## src/rtl/bht_predictor_if.sv

```systemverilog
// Lookup/update bundle for bht_predictor.
// master: frontend and branch unit side. slave: the predictor.
interface bht_predictor_if #(
   parameter int unsigned VLEN = 32
);
   logic            flush_i;
   logic            debug_mode_i;
   logic [VLEN-1:0] vpc_i;
   logic            bht_valid_o;
   logic            bht_taken_o;
   logic            upd_valid_i;
   logic [VLEN-1:0] upd_pc_i;
   logic            upd_conditional_i;
   logic            upd_taken_i;
   logic            ready_o;

   modport master (
      output flush_i, debug_mode_i, vpc_i,
      output upd_valid_i, upd_pc_i, upd_conditional_i, upd_taken_i,
      input  bht_valid_o, bht_taken_o, ready_o
   );

   modport slave (
      input  flush_i, debug_mode_i, vpc_i,
      input  upd_valid_i, upd_pc_i, upd_conditional_i, upd_taken_i,
      output bht_valid_o, bht_taken_o, ready_o
   );
endinterface

```

## src/rtl/bht_predictor.sv

```systemverilog
// Branch history table of 2-bit saturating counters with a clear sweep and a one-stage update pipeline.
// Define BHT_BYPASS_EN to forward the committing update to a same-index lookup.
module bht_predictor #(
   parameter int unsigned NR_ENTRIES = 64,
   parameter int unsigned VLEN       = 32
) (
   input logic            clk_i,
   input logic            rst_i,
   bht_predictor_if.slave bus
);
   localparam int unsigned IDX_W = $clog2(NR_ENTRIES);

   typedef enum logic {INIT, RUN} state_t;

   state_t           state;
   logic [IDX_W-1:0] sweep;
   logic             stage_valid;
   logic             stage_taken;
   logic [IDX_W-1:0] stage_idx;

   logic [NR_ENTRIES-1:0] valid_q;
   logic [1:0]            cnt_q [NR_ENTRIES];

   logic             run;
   logic             capture;
   logic             commit;
   logic [IDX_W-1:0] lookup_idx;
   logic [IDX_W-1:0] upd_idx;
   logic [1:0]       new_cnt;
   logic             hit_valid;
   logic [1:0]       hit_cnt;
   logic             unused_pc;

   // Bit 0 is dropped: compressed instructions are 2-byte aligned.
   assign lookup_idx = bus.vpc_i[IDX_W:1];
   assign upd_idx    = bus.upd_pc_i[IDX_W:1];
   assign unused_pc  = ^{bus.vpc_i[VLEN-1:IDX_W+1], bus.vpc_i[0],
                         bus.upd_pc_i[VLEN-1:IDX_W+1], bus.upd_pc_i[0]};

   assign run     = (state == RUN);
   assign capture = bus.upd_valid_i & bus.upd_conditional_i & ~bus.debug_mode_i
                  & run & ~bus.flush_i & ~rst_i;
   assign commit  = stage_valid & run & ~bus.flush_i & ~rst_i;

   always_comb begin
      new_cnt = cnt_q[stage_idx];
      if (stage_taken) begin
         if (new_cnt != 2'b11) new_cnt = new_cnt + 2'b01;
      end else begin
         if (new_cnt != 2'b00) new_cnt = new_cnt - 2'b01;
      end
   end

   always_comb begin
      hit_valid = valid_q[lookup_idx];
      hit_cnt   = cnt_q[lookup_idx];
`ifdef BHT_BYPASS_EN
      if (commit && (lookup_idx == stage_idx)) begin
         hit_valid = 1'b1;
         hit_cnt   = new_cnt;
      end
`endif
   end

   assign bus.ready_o     = run;
   assign bus.bht_valid_o = hit_valid & run;
   assign bus.bht_taken_o = hit_cnt[1] & bus.bht_valid_o;

   always_ff @(posedge clk_i) begin
      if (rst_i || bus.flush_i) begin
         state       <= INIT;
         sweep       <= '0;
         stage_valid <= 1'b0;
      end else begin
         stage_valid <= capture;
         if (capture) begin
            stage_idx   <= upd_idx;
            stage_taken <= bus.upd_taken_i;
         end
         if (state == INIT) begin
            sweep <= sweep + 1'b1;
            if (sweep == IDX_W'(NR_ENTRIES - 1)) state <= RUN;
         end
      end
   end

   // Table storage has no reset; the INIT sweep is what clears it.
   always_ff @(posedge clk_i) begin
      if (state == INIT) begin
         valid_q[sweep] <= 1'b0;
         cnt_q[sweep]   <= 2'b01;
      end else if (commit) begin
         valid_q[stage_idx] <= 1'b1;
         cnt_q[stage_idx]   <= new_cnt;
      end
   end
endmodule

```

## src/flat_wrapper.sv

```systemverilog
// flat-port wrapper written by rule: the top's interface ports become plain ports
module bht_predictor_flat 
#(
   parameter int unsigned NR_ENTRIES = 64,
   parameter int unsigned VLEN       = 32
)
  (clk_i, rst_i, bus_flush_i, bus_debug_mode_i, bus_vpc_i, bus_upd_valid_i, bus_upd_pc_i, bus_upd_conditional_i, bus_upd_taken_i, bus_bht_valid_o, bus_bht_taken_o, bus_ready_o);
  bht_predictor_if #(.VLEN(VLEN)) bus_i ();
  input logic clk_i;
  input logic rst_i;
  input wire logic [$bits(bus_i.flush_i)-1:0] bus_flush_i;
  input wire logic [$bits(bus_i.debug_mode_i)-1:0] bus_debug_mode_i;
  input wire logic [$bits(bus_i.vpc_i)-1:0] bus_vpc_i;
  input wire logic [$bits(bus_i.upd_valid_i)-1:0] bus_upd_valid_i;
  input wire logic [$bits(bus_i.upd_pc_i)-1:0] bus_upd_pc_i;
  input wire logic [$bits(bus_i.upd_conditional_i)-1:0] bus_upd_conditional_i;
  input wire logic [$bits(bus_i.upd_taken_i)-1:0] bus_upd_taken_i;
  output wire logic [$bits(bus_i.bht_valid_o)-1:0] bus_bht_valid_o;
  output wire logic [$bits(bus_i.bht_taken_o)-1:0] bus_bht_taken_o;
  output wire logic [$bits(bus_i.ready_o)-1:0] bus_ready_o;
  assign bus_i.flush_i = bus_flush_i;
  assign bus_i.debug_mode_i = bus_debug_mode_i;
  assign bus_i.vpc_i = bus_vpc_i;
  assign bus_i.upd_valid_i = bus_upd_valid_i;
  assign bus_i.upd_pc_i = bus_upd_pc_i;
  assign bus_i.upd_conditional_i = bus_upd_conditional_i;
  assign bus_i.upd_taken_i = bus_upd_taken_i;
  assign bus_bht_valid_o = bus_i.bht_valid_o;
  assign bus_bht_taken_o = bus_i.bht_taken_o;
  assign bus_ready_o = bus_i.ready_o;
  bht_predictor #(.NR_ENTRIES(NR_ENTRIES), .VLEN(VLEN)) u_core (.clk_i(clk_i), .rst_i(rst_i), .bus(bus_i));
endmodule
```

## config.mk

```make
export PLATFORM = sky130hd
export DESIGN_NAME = bht_predictor_flat
export DESIGN_NICKNAME = d
export VERILOG_FILES = /design/src/rtl/bht_predictor_if.sv /design/src/rtl/bht_predictor.sv /design/src/flat_wrapper.sv
export SDC_FILE = /design/constraint.sdc
export NUM_CORES = 1
export LEC_CHECK = 0
export ABC_AREA = 1
export CAP_MARGIN = 10
export CORE_ASPECT_RATIO = 1.5
export CORE_UTILIZATION = 64
export CTS_BUF_LIST = sky130_fd_sc_hd__clkbuf_16
export DETAILED_ROUTE_END_ITERATION = 12
export HOLD_SLACK_MARGIN = 0.12
export PLACE_DENSITY = 0.84
export SLEW_MARGIN = 25
export SYNTH_ARGS = -nofsm -noshare
export SYNTH_HDL_FRONTEND = slang
export SYNTH_SLANG_ARGS = --single-unit
```

## constraint.sdc

```tcl
create_clock -name clk_i -period 5.7 [get_ports clk_i]
set_input_delay 0.855 -clock clk_i [delete_from_list [all_inputs] [get_ports clk_i]]
set_output_delay 0.855 -clock clk_i [all_outputs]
set_load 0.02 [all_outputs]
```

* Word-level counts from Yosys, hierarchy flattened
Memories as Yosys holds them, arrays and structs flattened. A register that Yosys moved wholly into a read port is not among the register bits. Index checks and enable logic that the tools add are counted.
Word-level totals: register bits 79, memory bits (writable) 128, output and inout bits 3, memories kept 1
Memories:
- u_core.cnt_q | words 64, bits a word 2, rd ports 2, clocked after Yosys merged registers in 1, write ports 1, line bht_predictor.sv:22 | logic [1:0] cnt_q [NR_ENTRIES];
Cells by class: add/sub/neg operators 3, order comparisons 5, equal/unequal tests 3, mux-type cells 21, bitwise operators 17, reduce and logical (&&, ||, !) cells 6
Operators with widths (count):
- $mux 64 | 2
- $and 64x64->64 | 1
- $not 64->64 | 1
- $or 64x64->64 | 1
- $lt 6x7->1 const B | 3
- $demux 1 s6 | 2
- $ge 6x1->1 const B | 2
- $mux 6 | 2
- $and 1x1->1 | 10
- $mux 1 | 10
- $mux 2 | 4
- $add 6x1->6 const B | 1
- $bmux 1 s6 | 1
- $eq 6x6->1 const B | 1
- $ne 2x2->1 const B | 2
- $not 1->1 | 4
- $add 2x1->2 const B | 1
- $logic_and 1x1->1 | 2
- $reduce_and 2->1 | 1
- $reduce_bool 2->1 | 1
- $reduce_or 2->1 | 1
- $sub 2x1->2 const B | 1
- $logic_or 1x1->1 | 1

* Longest topological paths before layout
Gate-level depths: netlist of the first run.
depth after elaboration 8, depth in mapped cells 12, depth with buffers taken out 11

* Least setup slack after synthesis of the first run
No wires, ideal clock.
kind input -> register, from input bus_flush_i, to memory u_core.cnt_q[0][1] (data pin), data arrival time 2979 ps, path slack 2221 ps, stages on the path 8, buffers on the path 1, cell sequence nor2_4 inv_2 nor2_4 nand2_4 buf_6 inv_1 nand2_1 nor2_1
On the way: word-level cells in the longest chain between the ends 8
Ends and longest elaborated chain:
- from (decl) | line flat_wrapper.sv:11 | input wire logic [$bits(bus_i.flush_i)-1:0] bus_flush_i;
- $not 1->1 | line bht_predictor.sv:43 | assign commit = stage_valid & run & ~bus.flush_i & ~rst_i;
- $and 1x1->1 (2 in a row) | line bht_predictor.sv:43
- $mux 1 | line bht_predictor.sv:92 | end else if (commit) begin
- $mux 1 | line bht_predictor.sv:89 | if (state == INIT) begin
- $mux 1 (implied by the code) | line bht_predictor.sv:94 | cnt_q[stage_idx] <= new_cnt;
- $reduce_or 2->1 (no line)
- $mux 2 (no line)
- to (decl) | line bht_predictor.sv:22
Every way passes these cells.

* Worst setup path after layout of the first run
from input bus_vpc_i[3], to output bus_bht_taken_o
On the way: word-level cells in the longest chain between the ends 4
Ends and longest elaborated chain:
- from (decl) | line flat_wrapper.sv:13 | input wire logic [$bits(bus_i.vpc_i)-1:0] bus_vpc_i;
- $bmux 1 s6 | line bht_predictor.sv:55 | hit_valid = valid_q[lookup_idx];
- $mux 1 (implied by the code) | line bht_predictor.sv:55
- $and 1x1->1 | line bht_predictor.sv:66 | assign bus.bht_valid_o = hit_valid & run;
- $and 1x1->1 * | line bht_predictor.sv:67 | assign bus.bht_taken_o = hit_cnt[1] & bus.bht_valid_o;
- to (decl) | line flat_wrapper.sv:19 | output wire logic [$bits(bus_i.bht_taken_o)-1:0] bus_bht_taken_o;
Mark *: on every way between the ends. The rest lies on a longest branch, timed or not. The select of a mux whose other input is x is not followed.

==> impl_results.md, run 1 <==
* Post-CTS Hold Fix Bufs at 0
* CTS H-tree lvls at 1
* Global-route wire length before repair at 47.7 mm
* Total track usage at 36.0%
* Critical path origin: bus_vpc_i[3]
* Switching Share at 22.3%
* CP Class: in -> out
* FMAX at 0.214 GHz
* Syn nets at 1,345
* Syn Inst Count at 1,273
* Post-synth EDFFs at 199
* Sequential power share at 54.6%
* Die ar. at 0.0177 mm2
* Layout area overhead at 8.46%
* HPWL Detailed at 18.6 mm
* Simple-gate share of the synthesized area at 30.9%
* Final hold violation count at 0
* First-pass iteration count of the detailed router at 7
* Commonest non-fill, non-tap cell in the layout: nand2_1
* Mapped Avg Cell Area at 8.62 um2
* Synth top area share at 54.4%
* Layout cells sized above 1 at 5.56%
* Routed wire length per instance at 20.6 um
* Fill cell count at 1,209
* Starting Density at 65.5%
* Fin Setup TNS at 0 ns
* Initial DRC count at 1,296
* RSZ-0062 raised after global routing: false
* R2R depth at 13
* Initial antenna violation count at 0
* Top cells by area, synth: edfxtp_1 (54%), nand2_1 (13%), nand3_1 (11%), o21ai_0 (5.3%), nor2_1 (4.5%)
* Max VDD drop at 0.422 mV
* Syn Std Cell Area at 0.0110 mm2
* I/O Buffers at 21
* Largest family of logic cells by synthesized area: simple AND/OR/NAND/NOR gates
* Main flop type after synthesis: edfxtp_1
* GRT overflow at 0
* Crit Path Max Fanout at 17
* Most common cell on crit path: nand2_1
* Placer Congestion at 0.986
* Seq/Total Area, Yosys at 57.0%
* Startpoint Class: input pin
* Post-route antenna net violation count at 0
* PD cells at 270 mW/mm2
* Post-CTS setup buffers at 0
* Async set or reset register ratio after synthesis at 0%
* I/O pins at 74
* Final net count at 1,338
* Fin Clk Skew at 0.0300 ns
* CP Data Arrival Time at 3.83 ns
* Leading area contributor after synthesis: edfxtp_1
* Most frequent cells in the layout: nand2_1 (375), nand3_1 (239), edfxtp_1 (199)
* Crit share post-route at 82.2%
* Vias in the first global route at 9,368
* HP Start: u_core.sweep[0]
* Post-DR vias/cell at 6.45
* Critical Path Sink Type: primary output
* Hold Path Class: reg -> reg
* Clock root buffer: clkbuf_16
* Post-Route WL at 30.6 mm
* Die width at 109 um
* CTS clk-pin slew, worst paths at 0.06 ns
* Total CTS buffers at 20
* Final setup fails at 0
* Clock sink total at 213
* Fin util at 71.0%
* Max-slew violations at 0
* CP cell instances: clkdlybuf4s50_1 -> buf_4 -> clkinv_1 -> a21oi_1 -> o31ai_1 -> nand2_1 -> o211ai_1 -> nand2_1 -> nand2_1 -> nor2_1 -> clkdlybuf4s50_1
* Mux cell area share after synthesis at 0%
* Slowest stage delay, CP at 0.68 ns
* Complex-gate fraction of the synthesized area at 7.68%
* Antenna diode count at 0
* DRC at 0
* Leak at 4.68 nW
* Row cnt at 58
* Slowest cell on the critical path: clkinv_1
* Clock latency on the worst-skew pair at 0.52 ns
* Maxcap violations at 0
* Clk pwr share at 40.0%
* Vias at 9,594
* CTS tree: yes
* Adder-cell share of the synthesized area at 0.114%
* Crit path required time at 4.85 ns
* Relative max-transition margin at 34.9%
* CTS resizes at 0
* Clk buf depth at 3
* Logic pwr share at 5.3%
* Cells on Worst Hold Path at 2
* Core area at 0.0168 mm2
* Largest net degree at the start of global routing at 66
* Minimum clock period at 4.68 ns
* P_int at 2.50 mW
* Xor/xnor share of the synthesized area at 0%
* Count of cell types in the netlist at 33
* Flop-to-flop setup slack at 1.91 ns
* Chip Height at 162 um
* Slew @ Worst Pin at 0.977 ns
* Yosys reg bits at 213
* Status: complete, no violations
* Sw Pwr at 719 uW
* Synth Warn # at 0
-- routing by layer --
metal  GRT usage [%]  vias to the layer above  wire length [um]
met5               0                        -                 0
met4            24.0                        0              1940
met3            5.32                      151              3270
met2            60.5                      655             15400
met1            42.3                     4411             10000
li1                -                     4377                 -
-- cell usage after synthesis, drive strengths merged, types with 3 or more instances --
master and count:
nand4 9, nand2 377, a21oi 30, dfxtp 14, o21ai 122, o22ai 3, edfxtp 199, clkbuf 43
nand3 240, nor4 9, buf 20, nor3 13, inv 54, nor2 134
-- kinds of logic after synthesis --
family | after synthesis
AO/OA/AOI/OAI | 158
adder cells (fa/ha/maj) | 1
buffers and inverters | 118
flip-flops | 213
AND/OR/NAND/NOR | 783
-- area by class of cell --
class | count | area, um2 | share of cell area, %
Tap cell | 210 | 263 | 2.21
Inverter | 55 | 213 | 1.79
Timing Repair Buffer | 34 | 303 | 2.54
Clock buffer | 21 | 526 | 4.41
Sequential cell | 213 | 6260 | 52.5
Clock inverter | 13 | 87.6 | 0.736
Multi-Input combinational cell | 942 | 4260 | 35.8
-- power by group through the flow --
stage,combinational [mW],clock [mW],sequential (mW)
floorplan,0.109,0,1.78
global placement,0.162,0,1.79
detailed placement,0.167,0,1.79
CTS,0.168,1.29,1.76
global route,0.190,1.35,1.76
finish,0.172,1.29,1.76
-- registers in the layout, summed over array words and instances (netlist names), named ones only --
register and cells:
u_core.cnt_q 128, u_core.valid_q 64, u_core.stage_idx 6, u_core.sweep 6, u_core.bus.ready_o 1, u_core.stage_taken 1, u_core.stage_valid 1
-- per-stage QoR --
step	area, um2	hold WS [ns]	worst slack [ns]	power (mW)	instances
floorplan	11000	0.527	2.22	1.89	1273
global placement	11300	0.547	1.08	1.95	1454
detailed placement	11300	0.562	1.10	1.96	1454
CTS	11900	0.573	1.07	3.22	1488
global route	11900	0.602	0.842	3.30	1488
finish	11900	0.570	1.02	3.22	1488
-- critical path, delay by kind of cell --
kind	cells	cell delay (ns)
and+or+nand+nor	4	0.41
AOI/OAI and AO/OA	3	0.54
buffers and inverters	4	2.02
-- final timing paths --
kind,end
worst max register to register,u_core.cnt_q[34][1]
worst min-delay path,u_core.sweep[0]
worst min register to register,u_core.sweep[0]
worst max-delay path,bus_bht_taken_o
No activity file was read; power rests on OpenSTA's default activity.
==> inputs of run 2 (changes only) <==
--- a/config.mk
+++ b/config.mk
@@ -8,11 +8,11 @@
 export ABC_AREA = 1
 export CAP_MARGIN = 10
 export CORE_ASPECT_RATIO = 1.5
-export CORE_UTILIZATION = 64
+export CORE_UTILIZATION = 60
 export CTS_BUF_LIST = sky130_fd_sc_hd__clkbuf_16
 export DETAILED_ROUTE_END_ITERATION = 12
 export HOLD_SLACK_MARGIN = 0.12
-export PLACE_DENSITY = 0.84
+export PLACE_DENSITY = 0.79
 export SLEW_MARGIN = 25
 export SYNTH_ARGS = -nofsm -noshare
 export SYNTH_HDL_FRONTEND = slang
==> constraint.sdc (replaced) <==
create_clock -name clk_i -period 4.8 [get_ports clk_i]
set_input_delay 0.72 -clock clk_i [delete_from_list [all_inputs] [get_ports clk_i]]
set_output_delay 0.72 -clock clk_i [all_outputs]
set_load 0.02 [all_outputs]
==> run 2 against run 1 <==
Net effect:
- first-iteration DRC count increased by 7.0%
- final cell count increased by 1.1%
- critical endpoint is now bus_bht_valid_o
- sequential power increased by 19%
- core utilization decreased by 4.2 points
==> impl_results.md, run 2 (synthesized netlist as in run 1, its figures left out) <==
* Buf/Inv on CP at 4 (unchanged)
* Most frequent cells in the layout: nand2_1 (375), nand3_1 (239), edfxtp_1 (199) (unchanged)
* Commonest non-fill, non-tap cell in the layout: nand2_1 (unchanged)
* CTS H-tree lvls at 1 (unchanged)
* Final setup fails at 0 (unchanged)
* First-pass iteration count of the detailed router at 6 (was 7)
* Minimum clock period at 3.93 ns
* Leak at 4.73 nW (was 4.68 nW)
* Startpoint Class: input pin (unchanged)
* GRT busiest layer: met2 (unchanged)
* Max VDD drop at 0.318 mV (was 0.422 mV)
* Post-DR vias/cell at 6.40 (was 6.45)
* Crit path required time at 4.08 ns (was 4.85 ns)
* RSZ-0062 raised after global routing: false (unchanged)
* Largest net degree at the start of global routing at 65 (was 66)
* Hold_ws at 0.566 ns (was 0.570 ns)
* Maxcap violations at 0 (unchanged)
* CP Data Arrival Time at 3.21 ns (was 3.83 ns)
* Final hold violation count at 0 (unchanged)
* Post-Route WL at 31.2 mm (was 30.6 mm)
* Cells on Worst Hold Path at 2 (unchanged)
* Starting Density at 61.2% (was 65.5%)
* Hold EP: u_core.sweep[0] (unchanged)
* Final net count at 1,345 (was 1,338)
* Crit share post-route at 81.8%
* Critical Path Sink Type: primary output (unchanged)
* Total CTS buffers at 21 (was 20)
* CP Class: in -> out (unchanged)
* CTS clk-pin slew, worst paths at 0.06 ns (about the same)
* Slew @ Worst Pin at 0.895 ns (was 0.977 ns)
* Row cnt at 60 (was 58)
* Hold Path Class: reg -> reg (unchanged)
* Clock latency on the worst-skew pair at 0.52 ns (about the same)
* HPWL Detailed at 19.3 mm (was 18.6 mm)
* Relative max-transition margin at 40.2% (was 34.9%)
* Fin Setup TNS at 0 ns (unchanged)
* GRT overflow at 0 (unchanged)
* Setup WS post-layout at 0.874 ns (was 1.02 ns)
* Flop-to-flop setup slack at 1.61 ns (was 1.91 ns)
* Clock sink total at 213 (unchanged)
* Vias in the first global route at 9,368 (unchanged)
* Placer Congestion at 0.964 (was 0.986)
* Met3 Use GR at 4.20% (was 5.32%)
* Crit path max-delay family: buffers and inverters (unchanged)
* Total track usage at 33.8% (was 36.0%)
* PD cells at 321 mW/mm2 (was 270 mW/mm2)
* R2R depth at 11 (was 13)
* Vias at 9,621 (was 9,594)
* Initial DRC count at 1,387 (was 1,296)
* Global-route wire length before repair at 48.8 mm (was 47.7 mm)
* Crit Path Max Fanout at 33 (was 17)
* Core area at 0.0179 mm2 (was 0.0168 mm2)
* Fin util at 66.9% (was 71.0%)
* GRT met1 Usage at 39.8% (was 42.3%)
* Seq. cell area at 0.00626 mm2 (unchanged)
* I/O Buffers at 21 (unchanged)
* Chip Height at 168 um (was 162 um)
* FMAX at 0.255 GHz
* Post-route antenna net violation count at 0 (unchanged)
* CTS resizes at 0 (unchanged)
* Worst flop-to-flop path endpoint: u_core.cnt_q[14][1] (was u_core.cnt_q[34][1])
* Fin Clk Skew at 0.0341 ns (was 0.0300 ns)
* Top reg by flops: u_core.cnt_q (unchanged)
* Antenna diode count at 0 (unchanged)
* Initial antenna violation count at 0 (unchanged)
* Routed wire length per instance at 20.7 um (was 20.6 um)
* Multi-input gate area at 0.00426 mm2 (unchanged)
* I/O pins at 74 (unchanged)
* Post-CTS setup buffers at 0 (unchanged)
* Max-slew violations at 0 (unchanged)
* Die ar. at 0.0189 mm2 (was 0.0177 mm2)
* Status: complete, no violations (unchanged)
* Clk buf depth at 3 (unchanged)
* Most common cell on crit path: nand2_1 (unchanged)
* Fill cell count at 1,408 (was 1,209)
* CP cell instances: clkdlybuf4s50_1 -> buf_4 -> nand3_1 -> nand3_1 -> nand2_1 -> nand2_1 -> nand2_1 -> o211ai_1 -> nand2_1 -> nand2_1 -> inv_1 -> clkdlybuf4s50_1 (was clkdlybuf4s50_1 -> buf_4 -> clkinv_1 -> a21oi_1 -> o31ai_1 -> nand2_1 -> o211ai_1 -> nand2_1 -> nand2_1 -> nor2_1 -> clkdlybuf4s50_1)
* CTS tree: yes (unchanged)
* Overall Power at 3.85 mW (was 3.22 mW)
* Post-Place Setup Slack at 0.963 ns (was 1.10 ns)
* Layout cells sized above 1 at 5.91% (was 5.56%)
* Number of flip-flops in the largest register at 128 (unchanged)
* Clock root buffer: clkbuf_16 (unchanged)
* Slowest cell on the critical path: clkdlybuf4s50_1 (was clkinv_1)
* Slowest stage delay, CP at 0.54 ns (was 0.68 ns)
* Largest regs: u_core.cnt_q x128, u_core.valid_q x64 (unchanged)
* HP Start: u_core.sweep[0] (unchanged)
* M2 GR Usage at 58.5% (was 60.5%)
* Die width at 112 um (was 109 um)
* Post-CTS Hold Fix Bufs at 0 (unchanged)
* Layout area overhead at 9.29% (was 8.46%)
* DRC at 0 (unchanged)
==> run 2: cell types whose count changed in the layout (fill, tap and decap cells not counted), moves of 2 or more <==
cell	change
clkinv_1	+3
buf_4	+4
buf_12	+2
clkinv_2	-2
==> run 2: how the worst max path moves through the flow <==
stage / start / endpoint / slack (ns) / cells past startpoint
CTS: bus_vpc_i[2] / bus_bht_valid_o / 0.95 / 13
global route: bus_vpc_i[2] / bus_bht_valid_o / 0.78 / 12
detailed placement: bus_vpc_i[2] / bus_bht_valid_o / 0.96 / 12
global placement: bus_vpc_i[2] / bus_bht_taken_o / 0.96 / 11
finish: bus_vpc_i[2] / bus_bht_valid_o / 0.87 / 12
floorplan: flip-flop / u_core.cnt_q[0][1] / 1.45 / 11
==> run 2: area by class of cell <==
type                            instances  share of cell area, %
Multi-Input combinational cell        942                   35.5
Timing Repair Buffer                   40                   3.11
Clock buffer                           21                   4.38
Clock inverter                         16                  0.824
Tap cell                              217                   2.26
Sequential cell                       213                   52.1
Inverter                               55                   1.78
==> run 2: worst min-delay path: cells and delay by family (launching register included) <==
| family | cells | cell delay [ns] |
|---|---|---|
| simple gates | 2 | 0.16 |
| flops | 1 | 0.36 |
==> run 2: through the flow <==
| stage | cell area (um2) | std cells |
|---|---|---|
| after floorplan | 11000 | 1273 |
| after global placement | 11400 | 1467 |
| after detailed placement | 11400 | 1467 |
| after CTS | 12000 | 1504 |
| after global routing | 12000 | 1504 |
| final | 12000 | 1504 |
==> run 2: layer usage <==
metal	wire, um	vias up
li1	-	4394
met1	10700	4496
met2	15900	592
met3	2860	139
met4	1750	0
met5	0	-
==> run 2: where the power goes <==
part	switching, mW	total (mW)	internal (mW)
clock network	0.704	1.55	0.848
logic	0.134	0.207	0.0728
registers	0.0298	2.09	2.06
total	0.868	3.85	2.98
